File: src/rtl/serial_bus_initiator.sv
// Master-side serial bus engine: serialises one read/write request onto control/wD/valid
// and deserialises the slave's rD stream back into a parallel response.
//
// state    | meaning
// IDLE     | accepting a request (reqReady = 1)
// WAIT_RDY | waiting for the slave to be idle (ready = 1), timeout armed
// CTRL     | start bit, rw, slave ID, address on control, MSB-first
// WDATA    | write data on wD with valid = 1, MSB-first
// WAIT_RD  | waiting for the slave's ready 0->1 edge, timeout armed
// RDATA    | shifting rD in, MSB-first
// DONE     | one-cycle response pulse
module serial_bus_initiator #(
  parameter int SLAVES     = 3,
  parameter int S_ID_WIDTH = $clog2(SLAVES + 1),
  parameter int ADDR_WIDTH = 12,
  parameter int DATA_WIDTH = 8,
  parameter int TIMEOUT    = 1023
) (
  input  logic                  clk,
  input  logic                  rstN,
  input  logic                  reqValid,
  output logic                  reqReady,
  input  logic                  reqWrite,
  input  logic [S_ID_WIDTH-1:0] reqSlave,
  input  logic [ADDR_WIDTH-1:0] reqAddr,
  input  logic [DATA_WIDTH-1:0] reqWData,
  output logic                  rspValid,
  output logic [DATA_WIDTH-1:0] rspRData,
  output logic                  rspError,
  output logic                  control,
  output logic                  wD,
  output logic                  valid,
  input  logic                  rD,
  input  logic                  ready
);

  localparam int CTRL_LEN = 2 + S_ID_WIDTH + ADDR_WIDTH;
  localparam int MAX_LEN  = (CTRL_LEN > DATA_WIDTH) ? CTRL_LEN : DATA_WIDTH;
  localparam int BIT_W    = $clog2(MAX_LEN);
  localparam int TMO_W    = $clog2(TIMEOUT + 1);

  typedef enum logic [2:0] {
    IDLE, WAIT_RDY, CTRL, WDATA, WAIT_RD, RDATA, DONE
  } state_t;

  state_t state_q, state_d;

  logic [CTRL_LEN-1:0]   ctrl_sh_q;
  logic [DATA_WIDTH-1:0] wdata_sh_q, rdata_sh_q, rsp_rdata_q;
  logic                  write_q, err_q, err_d, ready_q;
  logic [BIT_W-1:0]      bit_cnt_q;
  logic [TMO_W-1:0]      tmo_cnt_q, tmo_inc;
  logic                  accept, ready_rise, tmo_hit, ctrl_last, data_last;

  assign accept     = reqValid && (state_q == IDLE);
  assign ready_rise = ready && !ready_q;
  // Saturating increment; the compare fires on the cycle the count reaches TIMEOUT.
  assign tmo_inc    = (tmo_cnt_q == TMO_W'(TIMEOUT)) ? tmo_cnt_q : tmo_cnt_q + 1'b1;
  assign tmo_hit    = (tmo_inc == TMO_W'(TIMEOUT));
  assign ctrl_last  = (bit_cnt_q == BIT_W'(CTRL_LEN - 1));
  assign data_last  = (bit_cnt_q == BIT_W'(DATA_WIDTH - 1));
  assign rspRData   = rsp_rdata_q;

  always_comb begin
    state_d  = state_q;
    err_d    = err_q;
    reqReady = 1'b0;
    control  = 1'b0;
    wD       = 1'b0;
    valid    = 1'b0;
    rspValid = 1'b0;
    rspError = 1'b0;
    case (state_q)
      IDLE: begin
        reqReady = 1'b1;
        if (reqValid) begin
          state_d = WAIT_RDY;
          err_d   = 1'b0;
        end
      end
      WAIT_RDY: begin
        if (ready) begin
          state_d = CTRL;
        end else if (tmo_hit) begin
          state_d = DONE;
          err_d   = 1'b1;
        end
      end
      CTRL: begin
        control = ctrl_sh_q[CTRL_LEN-1];
        if (ctrl_last) state_d = write_q ? WDATA : WAIT_RD;
      end
      WDATA: begin
        valid = 1'b1;
        wD    = wdata_sh_q[DATA_WIDTH-1];
        if (data_last) state_d = DONE;
      end
      WAIT_RD: begin
        if (ready_rise) begin
          state_d = RDATA;
        end else if (tmo_hit) begin
          state_d = DONE;
          err_d   = 1'b1;
        end
      end
      RDATA: begin
        if (data_last) state_d = DONE;
      end
      DONE: begin
        rspValid = 1'b1;
        rspError = err_q;
        state_d  = IDLE;
      end
      default: state_d = IDLE;
    endcase
  end

  always_ff @(posedge clk or negedge rstN) begin
    if (!rstN) begin
      state_q     <= IDLE;
      err_q       <= 1'b0;
      ready_q     <= 1'b0;
      write_q     <= 1'b0;
      ctrl_sh_q   <= '0;
      wdata_sh_q  <= '0;
      rdata_sh_q  <= '0;
      rsp_rdata_q <= '0;
      bit_cnt_q   <= '0;
      tmo_cnt_q   <= '0;
    end else begin
      state_q <= state_d;
      err_q   <= err_d;
      ready_q <= ready;

      if (accept) begin
        ctrl_sh_q  <= {1'b1, reqWrite, reqSlave, reqAddr};
        wdata_sh_q <= reqWData;
        write_q    <= reqWrite;
      end else begin
        if (state_q == CTRL)  ctrl_sh_q  <= ctrl_sh_q << 1;
        if (state_q == WDATA) wdata_sh_q <= wdata_sh_q << 1;
      end

      // Only a completed RDATA phase reaches this, so timeouts leave rspRData untouched.
      if (state_q == RDATA) begin
        rdata_sh_q <= {rdata_sh_q[DATA_WIDTH-2:0], rD};
        if (data_last) rsp_rdata_q <= {rdata_sh_q[DATA_WIDTH-2:0], rD};
      end

      if (state_d != state_q) begin
        bit_cnt_q <= '0;
      end else if (state_q == CTRL || state_q == WDATA || state_q == RDATA) begin
        bit_cnt_q <= bit_cnt_q + 1'b1;
      end

      if (state_d != state_q) begin
        tmo_cnt_q <= '0;
      end else if ((state_q == WAIT_RDY && !ready) || state_q == WAIT_RD) begin
        tmo_cnt_q <= tmo_inc;
      end
    end
  end

endmodule

File: config.mk
export PLATFORM = sky130hd
export DESIGN_NAME = serial_bus_initiator
export DESIGN_NICKNAME = d
export VERILOG_FILES = /design/src/rtl/serial_bus_initiator.sv
export SDC_FILE = /design/constraint.sdc
export NUM_CORES = 1
export LEC_CHECK = 0
export ABC_CLOCK_PERIOD_IN_PS = 2000
export CAP_MARGIN = 20
export CORE_MARGIN = 1.5
export CORE_UTILIZATION = 49
export DETAILED_ROUTE_END_ITERATION = 12
export PLACE_DENSITY = 0.79
export RECOVER_POWER = 100
export SYNTH_ARGS = -nofsm -noshare
export SYNTH_HDL_FRONTEND = slang
export SYNTH_SLANG_ARGS = --single-unit
File: constraint.sdc
create_clock -name clk -period 2 [get_ports clk]
set_clock_uncertainty 0.05 [all_clocks]
set_input_delay 0.4 -clock clk [delete_from_list [all_inputs] [get_ports clk]]
set_output_delay 0.4 -clock clk [all_outputs]
set_load 0.01 [all_outputs]
==> flow_summary.yaml, run 1 <==
worst_hold_path:
  hold_path_class: "primary input to asynchronous set/reset pin"
run_status:
  status: "finished with violations"
  violations: "setup timing"
yosys:
  synthCells: 294
  synth_nets: 324
  ys_seq_elements: 59
  synth.cell_area_um2: 3010
  synth_area_leaders: "dfrtp_1, nand2_1, mux2_2, a22oi_1, mux2i_1"
  synth_area_per_cell_um2: 10.2
  synth_cell_type_count: 52
  synth_area_leader_cell: "dfrtp_1"
  synth.top_cell.area_share_pct: 49.1
  ys_seq_area_share_pct: 49.1
  yosys_warnings: 0
sta:
  worst_slew_pin_slew_ps: 1240
  setup_slack_ps: -175
  tns_ps: -2420
  finalCritPeriodShare_pct: 109
  rsz0062_at_grt: "yes"
  setup_violations: 17
  finalCriticalPeriod_ps: 2180
  worst_slew_margin_rel_pct: 17.4
  maxSlewViolCount: 0
  fmax_mhz: 460
  hold_violations: 0
global_route:
  grt_use_total_pct: 26.3
  antenna_found_initial: 0
  grt_max_degree: 40
  grt_pass1_wl_mm: 13.0
  overflow: 0
  first_global_vias: 2726
worst_setup_path:
  arrival_ps: 2320
  cp_cell_sequence: "nand4_1 -> or3_4 -> a22o_4 -> nor4_4 -> buf_6 -> nor4_2"
  critPathCaptureType: "flip-flop"
  crit_buf_inv: 1
  path_delay_family: "simple AND/OR/NAND/NOR gates"
  critPathMaxFanout: 7
  cpPeakStageDelay_ps: 440
  worstSetupStartpointType: "flip-flop"
  crit_type: "flip-flop to flip-flop"
  r2r_slack_ps: -180
  crit_path_top_delay_cell: "or3_4"
  crit_required_ps: 2150
die:
  fp.dieH_um: 81.4
  fp.dieW_um: 81.4
  dieArea_um2: 6620
  core_um2: 5920
  io_pins: 42
  initial_utilization_pct: 50.8
  placementRows: 28
cts:
  cts_max_level: 3
  clk_pin_slew_ps: 80
  cts_tree: "yes"
  clock_latency_ps: 330
  numCtsBuffers: 9
  clock-root-buffer: "clkbuf_8"
  clock-sinks: 59
  cts.path.max_buffers: 2
place:
  hpwl_mm: 4.78
  gp_congestion: 0.853
  io_buffers: 41
  place_inst: 437
power:
  power_density_nw_per_um2: 1010
  power_mw: 4.35
  leakage_nw: 2.12
  ir_drop_mv: 0.751
final_layout:
  post-route-util_pct: 72.7
  ff_latch_area_um2: 1480
  fill_cells: 416
  drive_gt1_share_pct: 34.4
  fin_cells: 473
  nNetsFinal: 423
  diodes: 0
  multi_input_area_um2: 1620
  area_growth_pct: 43.1
detailed_routing:
  wirelength_mm: 8.52
  drtAntennaViolNets: 0
  drt_iter0_markers: 206
  drc: 0
  viasPerCell: 5.84
  wl_per_cell_um: 18.0
  vias: 2763
  first_pass_iters: 4
job:
  maxCapViolCount: 0
==> cell usage in the layout (no fill, tap or decap), types with 10 or more instances in the layout <==
| cell | count |
|---|---|
| nand2_1 | 56 |
| dfrtp_1 | 54 |
| buf_4 | 46 |
| clkdlybuf4s50_1 | 26 |
| a22oi_1 | 19 |
| mux2_2 | 16 |
| clkbuf_8 | 11 |
| o21ai_0 | 10 |
| nor3_2 | 10 |
==> synth_stat cells, drive strengths merged <==
cell and count:
dfrtp 59, nand2 58, a22oi 19, mux2 16, nor3 14, a21oi 12
o21ai 12, clkbuf 8, mux2i 8, nor2 8, buf 7, nand3 6
and3 5, nand4 5, nor2b 5, nor4 5, and2 4, and4 4
inv 4, nand2b 4, nand3b 3, xor2 3, a22o 2, a41o 2
ha 2, o21bai 2, or3 2, or3b 2, xnor2 2, a2111o 1
a2111oi 1, a211o 1, a211oi 1, a221oi 1, and2b 1, o2111ai 1
o211ai 1, o31ai 1, or2b 1, or4b 1
==> area by class of cell <==
type | count | area share (%)
Inverter | 4 | 0.349
Clock inverter | 4 | 1.69
Multi-Input combinational cell | 216 | 37.6
Clock buffer | 12 | 3.60
Sequential cell | 59 | 34.4
Timing Repair Buffer | 103 | 20.2
Tap cell | 75 | 2.18
==> kinds of logic after synthesis <==
family	Yosys count	share of synthesized area, %
fa+ha+maj	2	0.831
buf+inv	19	3.53
compound gates	57	13.8
flops	59	49.1
simple gates	128	22.6
xor+xnor	5	1.46
mux	24	8.65
==> state kept, by name (all words and copies together) (netlist names) <==
signal	cells
bit_cnt_q	4
ctrl_sh_q	16
err_q	1
rdata_sh_q	7
ready_q	1
rspRData	8
state_q	3
tmo_cnt_q	10
wdata_sh_q	8
write_q	1
==> power breakdown <==
| part | switching (mW) | internal (mW) | leakage, nW |
|---|---|---|---|
| Clock | 0.481 | 0.769 | 0.113 |
| Sequential | 0.183 | 1.47 | 0.786 |
| Combinational | 0.820 | 0.623 | 1.22 |
==> per-layer routing <==
metal | track usage [%] | wire length, µm
met2 | 42.1 | 4190
met3 | 5.17 | 495
met4 | 14.5 | 300
met5 | 0 | 0
met1 | 33.1 | 3530
==> through the flow <==
step	hold WS (ps)	setup slack [ps]	cell area, µm²
4_1_cts	11.2	-97.9	4270
3_5_place_dp	366	-406	3750
3_3_place_gp	354	-361	3750
5_1_grt	357	-221	4310
2_1_floorplan	54.4	9.00	3010
6_report	258	-175	4310
==> what timing repair did <==
item / CTS / global route
pin swaps: 19 / 7
hold buffers: 0 / 0
gates resized for setup: 37 / 19
buffers inserted: 16 / 4
endpoints found under the setup margin: 24 / 22
cloned: 1 / 0
==> worst reg2reg max path: stages (launching register included) <==
cell	delay, ps
dfrtp_1	430
nand4_1	180
or3_4	440
a22o_4	280
nor4_4	390
buf_6	220
nor4_2	60
==> final timing paths <==
| check | start | to | depth (start not counted) |
|---|---|---|---|
| worst max-delay path | tmo_cnt_q[7] | tmo_cnt_q[2] | 6 |
| worst min-delay path | rstN | tmo_cnt_q[1] | 1 |
| worst max register to register | tmo_cnt_q[7] | tmo_cnt_q[2] | 6 |
| worst min register to register | wdata_sh_q[7] | wdata_sh_q[7] | 2 |
| max in group asynchronous | rstN | state_q[1] | 2 |
| min in group clk | wdata_sh_q[7] | wdata_sh_q[7] | 2 |
Power figures use the tool's default switching activity.
==> run 2, diff against run 1 <==
--- a/config.mk
+++ b/config.mk
@@ -12,6 +12,8 @@
 export DETAILED_ROUTE_END_ITERATION = 12
 export PLACE_DENSITY = 0.79
 export RECOVER_POWER = 100
+export REMOVE_ABC_BUFFERS = 1
+export SLEW_MARGIN = 15
 export SYNTH_ARGS = -nofsm -noshare
 export SYNTH_HDL_FRONTEND = slang
 export SYNTH_SLANG_ARGS = --single-unit
==> run 2 against run 1 <==
The flow now finishes without violations. Via count fell by 8.0%. Utilization fell by 4.8 points. Die area did not move. Largest cell class is now registers.
==> flow_summary.yaml, run 2 (synthesis gave the netlist of run 1 again) <==
final_layout:
  most-common-layout-cells: "nand2_1, dfrtp_1, buf_4, clkdlybuf4s50_1, a22oi_1"
  nNetsFinal: 405
  fin_cells: 455
  fill_cells: 457
  postLayoutCellArea_um2: 4020
  area_growth_pct: 33.6
  top_register: "ctrl_sh_q"
  largest_reg_flops: 16
  top_regs: "ctrl_sh_q x16, tmo_cnt_q x10"
  diodes: 0
  drive_gt1_share_pct: 27.9
  final_common_cell: "nand2_1"
power:
  leakage_nw: 1.92
  ir_drop_mv: 0.587
  clockPowerShare_pct: 29.6
  p_switching_mw: 1.43
  pwr-share-seq_pct: 39.5
  pwr-share-comb_pct: 30.9
  sw_frac_of_total_pct: 34.1
  power_density_nw_per_um2: 1040
  p_int_mw: 2.76
place:
  gp_congestion: 0.881
  place_inst: 431
  dpl_worst_slack_ps: -392
  io_buffers: 41
  hpwl_mm: 4.77
  placed_cell_area_um2: 3700
sta:
  rsz0062_at_grt: "yes"
  setup_slack_ps: 13.9
  worst_slew_pin_slew_ps: 1490
  finalCriticalPeriod_ps: 1990
  maxSlewViolCount: 0
  fmax_mhz: 503
  worst_slew_margin_rel_pct: 0.921
  setup_violations: 0
  finalCritPeriodShare_pct: 99.3
  hold_violations: 0
worst_setup_path:
  crit_type: "flip-flop to flip-flop"
  worstSetupStartpointType: "flip-flop"
  rr_worst_depth: 7
  critPathMaxFanout: 4
  crit_path_end: "tmo_cnt_q[1]"
  critPathCaptureType: "flip-flop"
  r2r_slack_ps: 10
  arrival_ps: 2160
  r2r_start: "tmo_cnt_q[1]"
  r2r_end: "tmo_cnt_q[1]"
  crit_start: "tmo_cnt_q[1]"
  crit_required_ps: 2180
detailed_routing:
  first_pass_iters: 4
  wl_per_cell_um: 15.5
  vias: 2542
  wirelength_mm: 7.03
  drtAntennaViolNets: 0
  viasPerCell: 5.59
  drc: 0
  drt_iter0_markers: 202
global_route:
  antenna_found_initial: 0
  grt_use_total_pct: 22.5
  grt_pass1_wl_mm: 11.1
  first_global_vias: 2421
  overflow: 0
  grt_max_degree: 29
die:
  core_um2: 5920
  io_pins: 42
  placementRows: 28
  fp.dieH_um: 81.4
  initial_utilization_pct: 50.8
  fp.dieW_um: 81.4
  dieArea_um2: 6620
cts:
  clk_pin_slew_ps: 70
  clock-sinks: 59
  clock_latency_ps: 350
  cts_hold_buf: 0
  cts_max_level: 3
  cts.path.max_buffers: 2
  numCtsBuffers: 9
  clock-root-buffer: "clkbuf_8"
  cts_tree: "yes"
worst_hold_path:
  hold_path_class: "primary input to asynchronous set/reset pin"
run_status:
  status: "finished, final reports clean"
job:
  maxCapViolCount: 0
-- run 2: cell types whose count changed in the layout (fill, tap and decap cells not counted), moves of 3 or more --
cell | previous run | this run
clkbuf_1 | 6 | 3
nor3_2 | 10 | 1
nor3_1 | 2 | 13
nor4_1 | 0 | 3
clkdlybuf4s50_1 | 26 | 34
dlygate4sd3_1 | 8 | 0
buf_4 | 46 | 36
-- run 2: critical path, cell delays in order (launching register included) --
cell and delay, ps:
dfrtp_1 420, ha_4 170, nand2_4 60, or3_4 340, a22o_4 290, nor4_4 280, buf_2 210, nor3_1 50
-- run 2: power groups by stage --
stage / combinational, mW / sequential, mW / clock (mW)
after floorplan: 0.730 / 1.67 / 0
after global placement: 1.21 / 1.65 / 0
after detailed placement: 1.26 / 1.67 / 0
after CTS: 1.27 / 1.65 / 1.24
after global routing: 1.45 / 1.69 / 1.30
final: 1.29 / 1.65 / 1.24
-- run 2: per-layer routing --
metal / global-route usage (%) / share of wire, % / vias to the layer above
li1: - / - / 1226
met1: 29.3 / 45 / 1231
met2: 35.6 / 48 / 70
met3: 4.72 / 5.1 / 15
met4: 11.0 / 2.4 / 0
met5: 0 / 0 / -
-- run 2: final cells by class --
class	count	area, µm²	share of cell area, %
sequential	59	1480	36.8
multi-input combinational	216	1480	36.8
timing repair buffer	85	727	18.1
clock buffer	9	124	3.08
clock inverter	7	100	2.49
tap	75	93.8	2.33
inverter	4	15.0	0.373
-- run 2: per-stage QoR --
stage	utilization, %	total power, mW	hold slack [ps]	TNS [ps]
finish	67.9	4.18	351	0
global route	67.9	4.44	450	-1020
CTS	67.1	4.16	48.3	0
detailed placement	62.5	2.93	412	-3570
global placement	62.5	2.87	401	-3060
floorplan	-	2.40	54.4	-8750
-- run 2: how the worst min path moves through the flow --
stage | from | slack (ps) | end | cells past startpoint
after global routing | wdata_sh_q[5] | 450 | wdata_sh_q[5] | 2
after detailed placement | rstN | 410 | ctrl_sh_q[13] | 1
after CTS | rstN | 50 | state_q[2] | 1
after global placement | wdata_sh_q[7] | 400 | wdata_sh_q[7] | 2
after floorplan | rstN | 50 | bit_cnt_q[0] | 0
final | rstN | 350 | ctrl_sh_q[13] | 1
-- run 2: what timing repair did --
item	CTS	global route
gates resized for setup	17	16
gates cloned	1	0
buffers inserted	4	3
pin swaps	2	2
endpoints found under the setup margin	20	18
